File: config.mk
export PLATFORM = sky130hd
export DESIGN_NAME = alu_op_sequencer
export DESIGN_NICKNAME = d
export VERILOG_FILES = /design/src/rtl/alu_op_sequencer_pkg.sv /design/src/rtl/alu_op_sequencer_settle_counter.sv /design/src/rtl/alu_op_sequencer.sv
export SDC_FILE = /design/constraint.sdc
export NUM_CORES = 1
export LEC_CHECK = 0
export CAP_MARGIN = 40
export CORE_AREA = 2 2 112 114
export CTS_BUF_LIST = sky130_fd_sc_hd__clkbuf_8
export DETAILED_ROUTE_END_ITERATION = 6
export DIE_AREA = 0 0 114 116
export MAX_ROUTING_LAYER = met4
export PLACE_DENSITY = 0.85
export SKIP_LAST_GASP = 1
export SLEW_MARGIN = 20
export SYNTH_ARGS = -nofsm -noshare
export SYNTH_HDL_FRONTEND = slang
export SYNTH_HIERARCHICAL = 1
export SYNTH_SLANG_ARGS = --single-unit
File: constraint.sdc
create_clock -name clk -period 2.17 [get_ports clk]
set_clock_uncertainty 0.15 [all_clocks]
set_input_delay 0.434 -clock clk [delete_from_list [all_inputs] [get_ports clk]]
set_output_delay 0.434 -clock clk [all_outputs]
set_load 0.005 [all_outputs]
File: src/rtl/alu_op_sequencer_pkg.sv
// Shared ALU definitions: opcode constants, sequencer state encoding and opcode classification helpers.
package alu_op_sequencer_pkg;

    localparam int unsigned DATA_W = 32;
    localparam int unsigned OP_W   = 4;
    localparam int unsigned CNT_W  = 4;
    localparam int unsigned OPC_W  = 16;

    localparam logic [OP_W-1:0] OP_ADD         = 4'd0;
    localparam logic [OP_W-1:0] OP_MUL         = 4'd1;
    localparam logic [OP_W-1:0] OP_SUB         = 4'd2;
    localparam logic [OP_W-1:0] OP_SHL         = 4'd3;
    localparam logic [OP_W-1:0] OP_SHR         = 4'd4;
    localparam logic [OP_W-1:0] OP_SAR         = 4'd5;
    localparam logic [OP_W-1:0] OP_AND         = 4'd6;
    localparam logic [OP_W-1:0] OP_OR          = 4'd7;
    localparam logic [OP_W-1:0] OP_NOT         = 4'd8;
    localparam logic [OP_W-1:0] OP_XOR         = 4'd9;
    localparam logic [OP_W-1:0] OP_DIV         = 4'd10;
    localparam logic [OP_W-1:0] OP_ILLEGAL_MIN = 4'd11;

    typedef enum logic [1:0] {
        ST_IDLE   = 2'd0,
        ST_SETTLE = 2'd1,
        ST_RESP   = 2'd2
    } seq_state_e;

    function automatic logic is_slow_op(input logic [OP_W-1:0] op);
        return (op == OP_MUL) || (op == OP_DIV);
    endfunction

    function automatic logic is_illegal_op(input logic [OP_W-1:0] op);
        return op >= OP_ILLEGAL_MIN;
    endfunction

endpackage

File: src/rtl/alu_op_sequencer_settle_counter.sv
// Down-counter timing the ALU settle window: loads N-1 on acceptance, decrements while enabled, flags zero.
module settle_counter
    import alu_op_sequencer_pkg::*;
(
    input  logic             clk,
    input  logic             rst_n,
    input  logic             load_i,
    input  logic [CNT_W-1:0] load_val_i,
    input  logic             dec_i,
    output logic             zero_o
);

    logic [CNT_W-1:0] cnt_q, cnt_d;

    always_comb begin
        cnt_d = cnt_q;
        if (load_i) begin
            cnt_d = load_val_i;
        end else if (dec_i && (cnt_q != '0)) begin
            cnt_d = cnt_q - 1'b1;
        end
    end

    always_ff @(posedge clk or negedge rst_n) begin
        if (!rst_n) begin
            cnt_q <= '0;
        end else begin
            cnt_q <= cnt_d;
        end
    end

    assign zero_o = (cnt_q == '0);

endmodule

File: src/rtl/alu_op_sequencer.sv
// Sequences one command at a time through an external combinational ALU, waits a per-opcode settle time,
// then holds the captured result until the consumer takes it.
module alu_op_sequencer
    import alu_op_sequencer_pkg::*;
#(
    parameter int unsigned FAST_CYCLES = 1,
    parameter int unsigned SLOW_CYCLES = 4
) (
    input  logic              clk,
    input  logic              rst_n,
    input  logic              cmd_valid,
    output logic              cmd_ready,
    input  logic [OP_W-1:0]   cmd_op,
    input  logic [DATA_W-1:0] cmd_a,
    input  logic [DATA_W-1:0] cmd_b,
    output logic [DATA_W-1:0] alu_a,
    output logic [DATA_W-1:0] alu_b,
    output logic [OP_W-1:0]   alu_control,
    input  logic [DATA_W-1:0] alu_s,
    input  logic              alu_carry,
    input  logic              alu_overflow,
    input  logic              alu_zero,
    output logic              rsp_valid,
    input  logic              rsp_ready,
    output logic [DATA_W-1:0] rsp_s,
    output logic              rsp_carry,
    output logic              rsp_overflow,
    output logic              rsp_zero,
    output logic              rsp_illegal,
    output logic              busy,
    output logic [OPC_W-1:0]  op_count
);

    seq_state_e        state_q, state_d;
    logic [DATA_W-1:0] alu_a_q, alu_b_q, rsp_s_q;
    logic [OP_W-1:0]   alu_ctrl_q;
    logic              rsp_carry_q, rsp_overflow_q, rsp_zero_q, rsp_illegal_q;
    logic [OPC_W-1:0]  op_count_q;
    logic              accept, rsp_hs, capture, cnt_zero, cnt_dec;
    logic [CNT_W-1:0]  cnt_load_val;

    assign accept  = cmd_valid && cmd_ready;
    assign rsp_hs  = rsp_valid && rsp_ready;
    assign capture = (state_q == ST_SETTLE) && cnt_zero;
    assign cnt_dec = (state_q == ST_SETTLE);

    assign cnt_load_val = is_slow_op(cmd_op) ? CNT_W'(SLOW_CYCLES - 1) : CNT_W'(FAST_CYCLES - 1);

    settle_counter u_settle_counter (
        .clk        (clk),
        .rst_n      (rst_n),
        .load_i     (accept),
        .load_val_i (cnt_load_val),
        .dec_i      (cnt_dec),
        .zero_o     (cnt_zero)
    );

    always_ff @(posedge clk or negedge rst_n) begin
        if (!rst_n) begin
            state_q <= ST_IDLE;
        end else begin
            state_q <= state_d;
        end
    end

    always_comb begin
        state_d = state_q;
        case (state_q)
            ST_IDLE:   if (accept) state_d = is_illegal_op(cmd_op) ? ST_RESP : ST_SETTLE;
            ST_SETTLE: if (cnt_zero) state_d = ST_RESP;
            ST_RESP:   if (rsp_hs) state_d = ST_IDLE;
            default:   state_d = ST_IDLE;
        endcase
    end

    always_comb begin
        cmd_ready = (state_q == ST_IDLE);
        rsp_valid = (state_q == ST_RESP);
        busy      = (state_q != ST_IDLE);
    end

    // Illegal opcodes still register operands, but the response is forced to zero with the marker set.
    always_ff @(posedge clk or negedge rst_n) begin
        if (!rst_n) begin
            alu_a_q        <= '0;
            alu_b_q        <= '0;
            alu_ctrl_q     <= '0;
            rsp_s_q        <= '0;
            rsp_carry_q    <= 1'b0;
            rsp_overflow_q <= 1'b0;
            rsp_zero_q     <= 1'b0;
            rsp_illegal_q  <= 1'b0;
            op_count_q     <= '0;
        end else begin
            if (accept) begin
                alu_a_q    <= cmd_a;
                alu_b_q    <= cmd_b;
                alu_ctrl_q <= cmd_op;
                if (is_illegal_op(cmd_op)) begin
                    rsp_s_q        <= '0;
                    rsp_carry_q    <= 1'b0;
                    rsp_overflow_q <= 1'b0;
                    rsp_zero_q     <= 1'b0;
                    rsp_illegal_q  <= 1'b1;
                end
            end
            if (capture) begin
                rsp_s_q        <= alu_s;
                rsp_carry_q    <= alu_carry;
                rsp_overflow_q <= alu_overflow;
                rsp_zero_q     <= alu_zero;
                rsp_illegal_q  <= 1'b0;
            end
            if (rsp_hs) begin
                op_count_q <= op_count_q + 1'b1;
            end
        end
    end

    assign alu_a        = alu_a_q;
    assign alu_b        = alu_b_q;
    assign alu_control  = alu_ctrl_q;
    assign rsp_s        = rsp_s_q;
    assign rsp_carry    = rsp_carry_q;
    assign rsp_overflow = rsp_overflow_q;
    assign rsp_zero     = rsp_zero_q;
    assign rsp_illegal  = rsp_illegal_q;
    assign op_count     = op_count_q;

endmodule

# Word level (Yosys, flattened, before mapping)
# Index checks and enable logic that the tools add are counted.
[op_classes]
add_sub_neg = 2
order_cmp = 1
eq_ne = 7
n_mux = 19
n_reduce_logical = 14
[ops]
columns = ["op", "count"]
rows = [
  ["32-bit 2-to-1 mux", 3],
  ["16-bit by 1-bit adder with 16-bit output, second input constant", 1],
  ["2-bit 2-to-1 mux", 5],
  ["1-bit 2-to-1 mux", 8],
  ["4-bit 2-to-1 mux", 2],
  ["2-bit nonzero test", 4],
  ["2-bit one-hot mux with 3 select lines", 1],
  ["4-bit by 1-bit == test with 1-bit output, second input constant", 1],
  ["4-bit == test, second input constant", 1],
  ["4-bit greater-or-equal comparator, second input constant", 1],
  ["1-bit logical AND", 4],
  ["4-bit logical NOT", 1],
  ["2-bit by 1-bit != test with 1-bit output, second input constant", 2],
  ["4-bit nonzero test", 1],
  ["4-bit by 1-bit subtractor with 4-bit output, second input constant", 1],
  ["3-bit AND reduction", 1],
  ["2-bit by 1-bit == test with 1-bit output, second input constant", 1],
  ["2-bit == test, second input constant", 1],
  ["2-bit logical NOT", 1],
  ["2-bit != test, second input constant", 1],
  ["2-bit AND reduction", 1],
  ["1-bit logical OR", 1],
]
[word_totals]
reg_bits = 126
in_bits = 107
out_inout_bits = 123
word_cells = 54

# Longest topological paths before layout
[logic_depth]
ltp_word = 4
depth_mapped = 8
mapped_depth_nobuf = 6

# Hierarchy
# Netlist, hierarchy kept.
[by_module_without_submodules]
columns = ["module", "instances", "cells_per_inst", "area_each_um2", "seq_area_each_um2"]
rows = [
  ["alu_op_sequencer", 1, 377, 4798.4, 3052.9],
  ["settle_counter", 1, 27, 270.3, 100.1],
]

# Worst setup path after synthesis
# No wires, ideal clock.
[synth_timing]
kind = "reg-to-reg"
from = "register state_q[1]"
to = "register u_settle_counter.cnt_q[1]"
setup_time_ns = 0.080
arrival_ns = 1.643
required_time_ns = 1.940
slack_ns = 0.297
path_stages_with_launch = 9
path_buffers = 3
synth_period_minus_slack_ns = 1.873
path_cell_list = "dfrtp_1 nor2_2 nand2_2 inv_2 buf_4 buf_6 buf_6 or4_1 o211ai_2"
[synth_via]
elab_chain_len = 3
elab_cells_between_ends = 6
cone_classes = "eq/ne (1); mux (1); reduce/logical (4)"
[synth_lines]
columns = ["item", "line", "rtl"]
rows = [
  ["start: declaration", "alu_op_sequencer.sv:34", "seq_state_e state_q, state_d;"],
  ["start signal: assignment", "alu_op_sequencer.sv:62", "state_q <= state_d;"],
  ["2-bit logical NOT *", "alu_op_sequencer.sv:77", "cmd_ready = (state_q == ST_IDLE);"],
  ["via cmd_ready", "alu_op_sequencer.sv:12", "output logic cmd_ready,"],
  ["1-bit logical AND *", "alu_op_sequencer.sv:42", "assign accept = cmd_valid && cmd_ready;"],
  ["via accept", "alu_op_sequencer.sv:39", "logic accept, rsp_hs, capture, cnt_zero, cnt_dec;"],
  ["4-bit 2-to-1 mux or 2-bit nonzero test (tied branches)", "--", ""],
  ["end signal: assignment", "alu_op_sequencer_settle_counter.sv:28", "cnt_q <= cnt_d;"],
  ["end: declaration", "alu_op_sequencer_settle_counter.sv:13", "logic [CNT_W-1:0] cnt_q, cnt_d;"],
]
# Mark *: on every way through the listed nets, which the timed path passes. The rest lies on a longest branch.
# A chain may end at the register's enable or synchronous reset.

# Worst setup path in the final report
[layout_timing]
from = "register state_q[0]"
to = "output cmd_ready"
[layout_via]
elab_chain_len = 1
[layout_lines]
columns = ["item", "line"]
rows = [
  ["2-bit logical NOT", "alu_op_sequencer.sv:77"],
  ["end: declaration", "alu_op_sequencer.sv:12"],
]
# No other way between the ends.

==> results.ini <==
[status]
status=completed

[floorplanning]
die_w_um=114
die_h_um=116
fp-row-count=40
core_area_um2=11910
start_util_pct=42.55
num_io_pins=230
dieArea_um2=13220

[setup_path]
slowest_delay_ns=0.51
worstPathArrival_ns=1.51
cp_slowest_cell=clkdlybuf4s50_1
cp_top_family=buffers and inverters
worst-path-buf-inv=1
endpoint_kind=output port
cp_max_fo=5
worstSetupPathType=flip-flop to output port
critPathLaunchType=flip-flop
r2r-start=u_settle_counter/cnt_q[0]$_DFFE_PN0P_
critPathLaunch=state_q[0]$_DFFE_PN0P_
crit_chain=nor2_4 > clkdlybuf4s50_1
cp.required_ns=1.59

[grt]
grt_pass1_wl_um=20620
grt_overflow=0
grt_pass1_vias=4243
grt.total_usage_pct=20.64
antenna_found_initial=0
grt_max_degree=77

[sta]
layout_setup_ws_ns=0.07209
fmax_ghz=0.4767
setup_viol=0
rsz0062_at_grt=yes
slew_violations=0
finalHoldViolCount=0
holdWs_ns=0.1961
fin_crit_ns=2.098
post-route-period-util_pct=96.68

[synthesis]
ys_types=43
synthTopCellsByArea=dfrtp_1, mux2_2, nand2_1
syn_inst=404
ys_dominant_reg_cell=dfrtp_1
synth_seq_cells=126
syn-cell-area_um2=5069
yosysTopAreaCell=dfrtp_1
synth-edff-count=0
yosysTopAreaCellShare_pct=62.21
yosysSeqAreaShare_pct=62.21
postSynth.asyncResetShare_pct=100.0
ys_warn_count=6
postSynthAreaPerCell_um2=12.55

[clock_tree]
numCtsBuffers=17
cts.sinks=126
cts_buffer_depth=2
clk_transition_reported_paths_ns=0.07
htreeDepth=4
cts-root-buf=clkbuf_8
cts_tree=done
clk_latency_ns=0.43

[detailed_routing]
route.detailed.drc=0
dr_total_vias=3996
dr.pass1.iters=4
routedWlPerCell_um=15.92
antenna_left=0
routed_wl_um=12850
drt-initial-drc-count=324
vias_per_cell=4.952

[place]
io_buffer_count=229
dpl_worst_slack_ns=0.03013
place_area_um2=7559
place_hpwl_um=9419
place_congestion=0.7912

[pwr]
ir_drop_mv=0.7315
sw_frac_of_total_pct=28.14
clkPwrFrac_pct=20.2
p_seq_share_pct=37.7
p_total_mw=10.65
powerDensity_nw_per_um2=1327
internal_power_mw=7.651
net-switching-power_mw=2.996
combPwrFrac_pct=42.2
cellLeakagePower_nw=3.422

[layout]
final_cell_area_um2=8025
nNetsFinal=756
n_antenna_cell=0
area_delta_synth_final_pct=58.33
drive_gt1_share_pct=18.03
final_common_cell=clkdlybuf4s50_1
layout.cells.most_common_list=clkdlybuf4s50_1, dfrtp_1, nand2_1

[run]
cap_violations=0

[hold_path]
holdCritPathClass=input pin to asynchronous set/reset pin

per-layer routing:
metal  GRT usage (%)  up-vias  routed length [µm]
li1                -     1849                   -
met1           24.27     1964                5239
met2           34.33      166                6574
met3           5.335       17                 853
met4           7.805        0                 180
met5               -        -                   0
stage by stage:
step,TNS [ns],utilization [%],std cells
final,0,67.37,807
after global placement,0,63.46,772
after CTS,0,67.28,807
after global routing,-0.006983,67.37,807
after detailed placement,0,63.46,772
after floorplan,0,-,405
logic make-up after synthesis:
logic type	synth area share, %
compound gates	5.159
fa+ha+maj	0.4936
other cells	0.07398
flops	62.21
mux	15.33
xor+xnor	2.592
buf+inv	3.382
simple gates	10.76
layout make-up:
cell class | instances | area, µm²
fillers | 865 | 3886
flip-flops and latches | 126 | 3153
repair buffers | 242 | 2464
well taps | 147 | 183.9
multi-input cells | 251 | 1759
inverters | 9 | 33.78
clock inverters | 9 | 115.1
clock buffers | 23 | 316.6
flip-flops by register name, summed over array words and instances (netlist names):
| signal | flops |
|---|---|
| rsp_illegal | 1 |
| state_q | 2 |
| rsp_zero | 1 |
| op_count | 16 |
| alu_a | 32 |
| rsp_carry | 1 |
| u_settle_counter/cnt_q | 4 |
| alu_control | 4 |
| rsp_overflow | 1 |
| alu_b | 32 |
| rsp_s | 32 |
final timing paths:
path                            slack [ns]                               endpoint  cells past startpoint
worst max-delay path                  0.07                              cmd_ready                      2
worst min-delay path                  0.20                  alu_a[30]$_DFFE_PN0P_                      2
worst max register to register        0.29                  rsp_s[23]$_DFFE_PN0P_                      7
worst min register to register        0.33               op_count[15]$_DFFE_PN0P_                      1
max in group asynchronous             1.08  u_settle_counter/cnt_q[2]$_DFFE_PN0P_                      3
min in group clk                      0.33               op_count[15]$_DFFE_PN0P_                      1
Yosys cell counts, types with 3 or more instances:
master / number
o21ai_1: 7
nand2_1: 79
a21oi_1: 3
nor2_1: 5
dfrtp_1: 126
mux2_2: 69
inv_1: 8
xnor2_1: 10
nand3_1: 3
buf_2: 10
o21ai_0: 30
nand4_1: 3
nor3_1: 3
buf_6: 6
xor2_1: 5
and3_1: 4
power by group through the flow:
stage	Clock (mW)	Combinational (mW)	Sequential (mW)
2_1_floorplan	0	1.71	4.06
3_3_place_gp	0	4.35	3.98
3_5_place_dp	0	4.50	4.05
4_1_cts	2.21	4.55	4.01
5_1_grt	2.32	4.84	4.14
6_report	2.15	4.49	4.01
timing repair:
item / 4_1_cts / 5_1_grt
resized for setup: 1 / 2
endpoints found under the setup margin: 2 / 4
setup buffers: 2 / 0
hold buffers: 1 / 0
cloned: 0 / 0
hold endpoints to repair: 126 / 0
pin swaps: 1 / 0
Power figures use the tool's default switching activity.
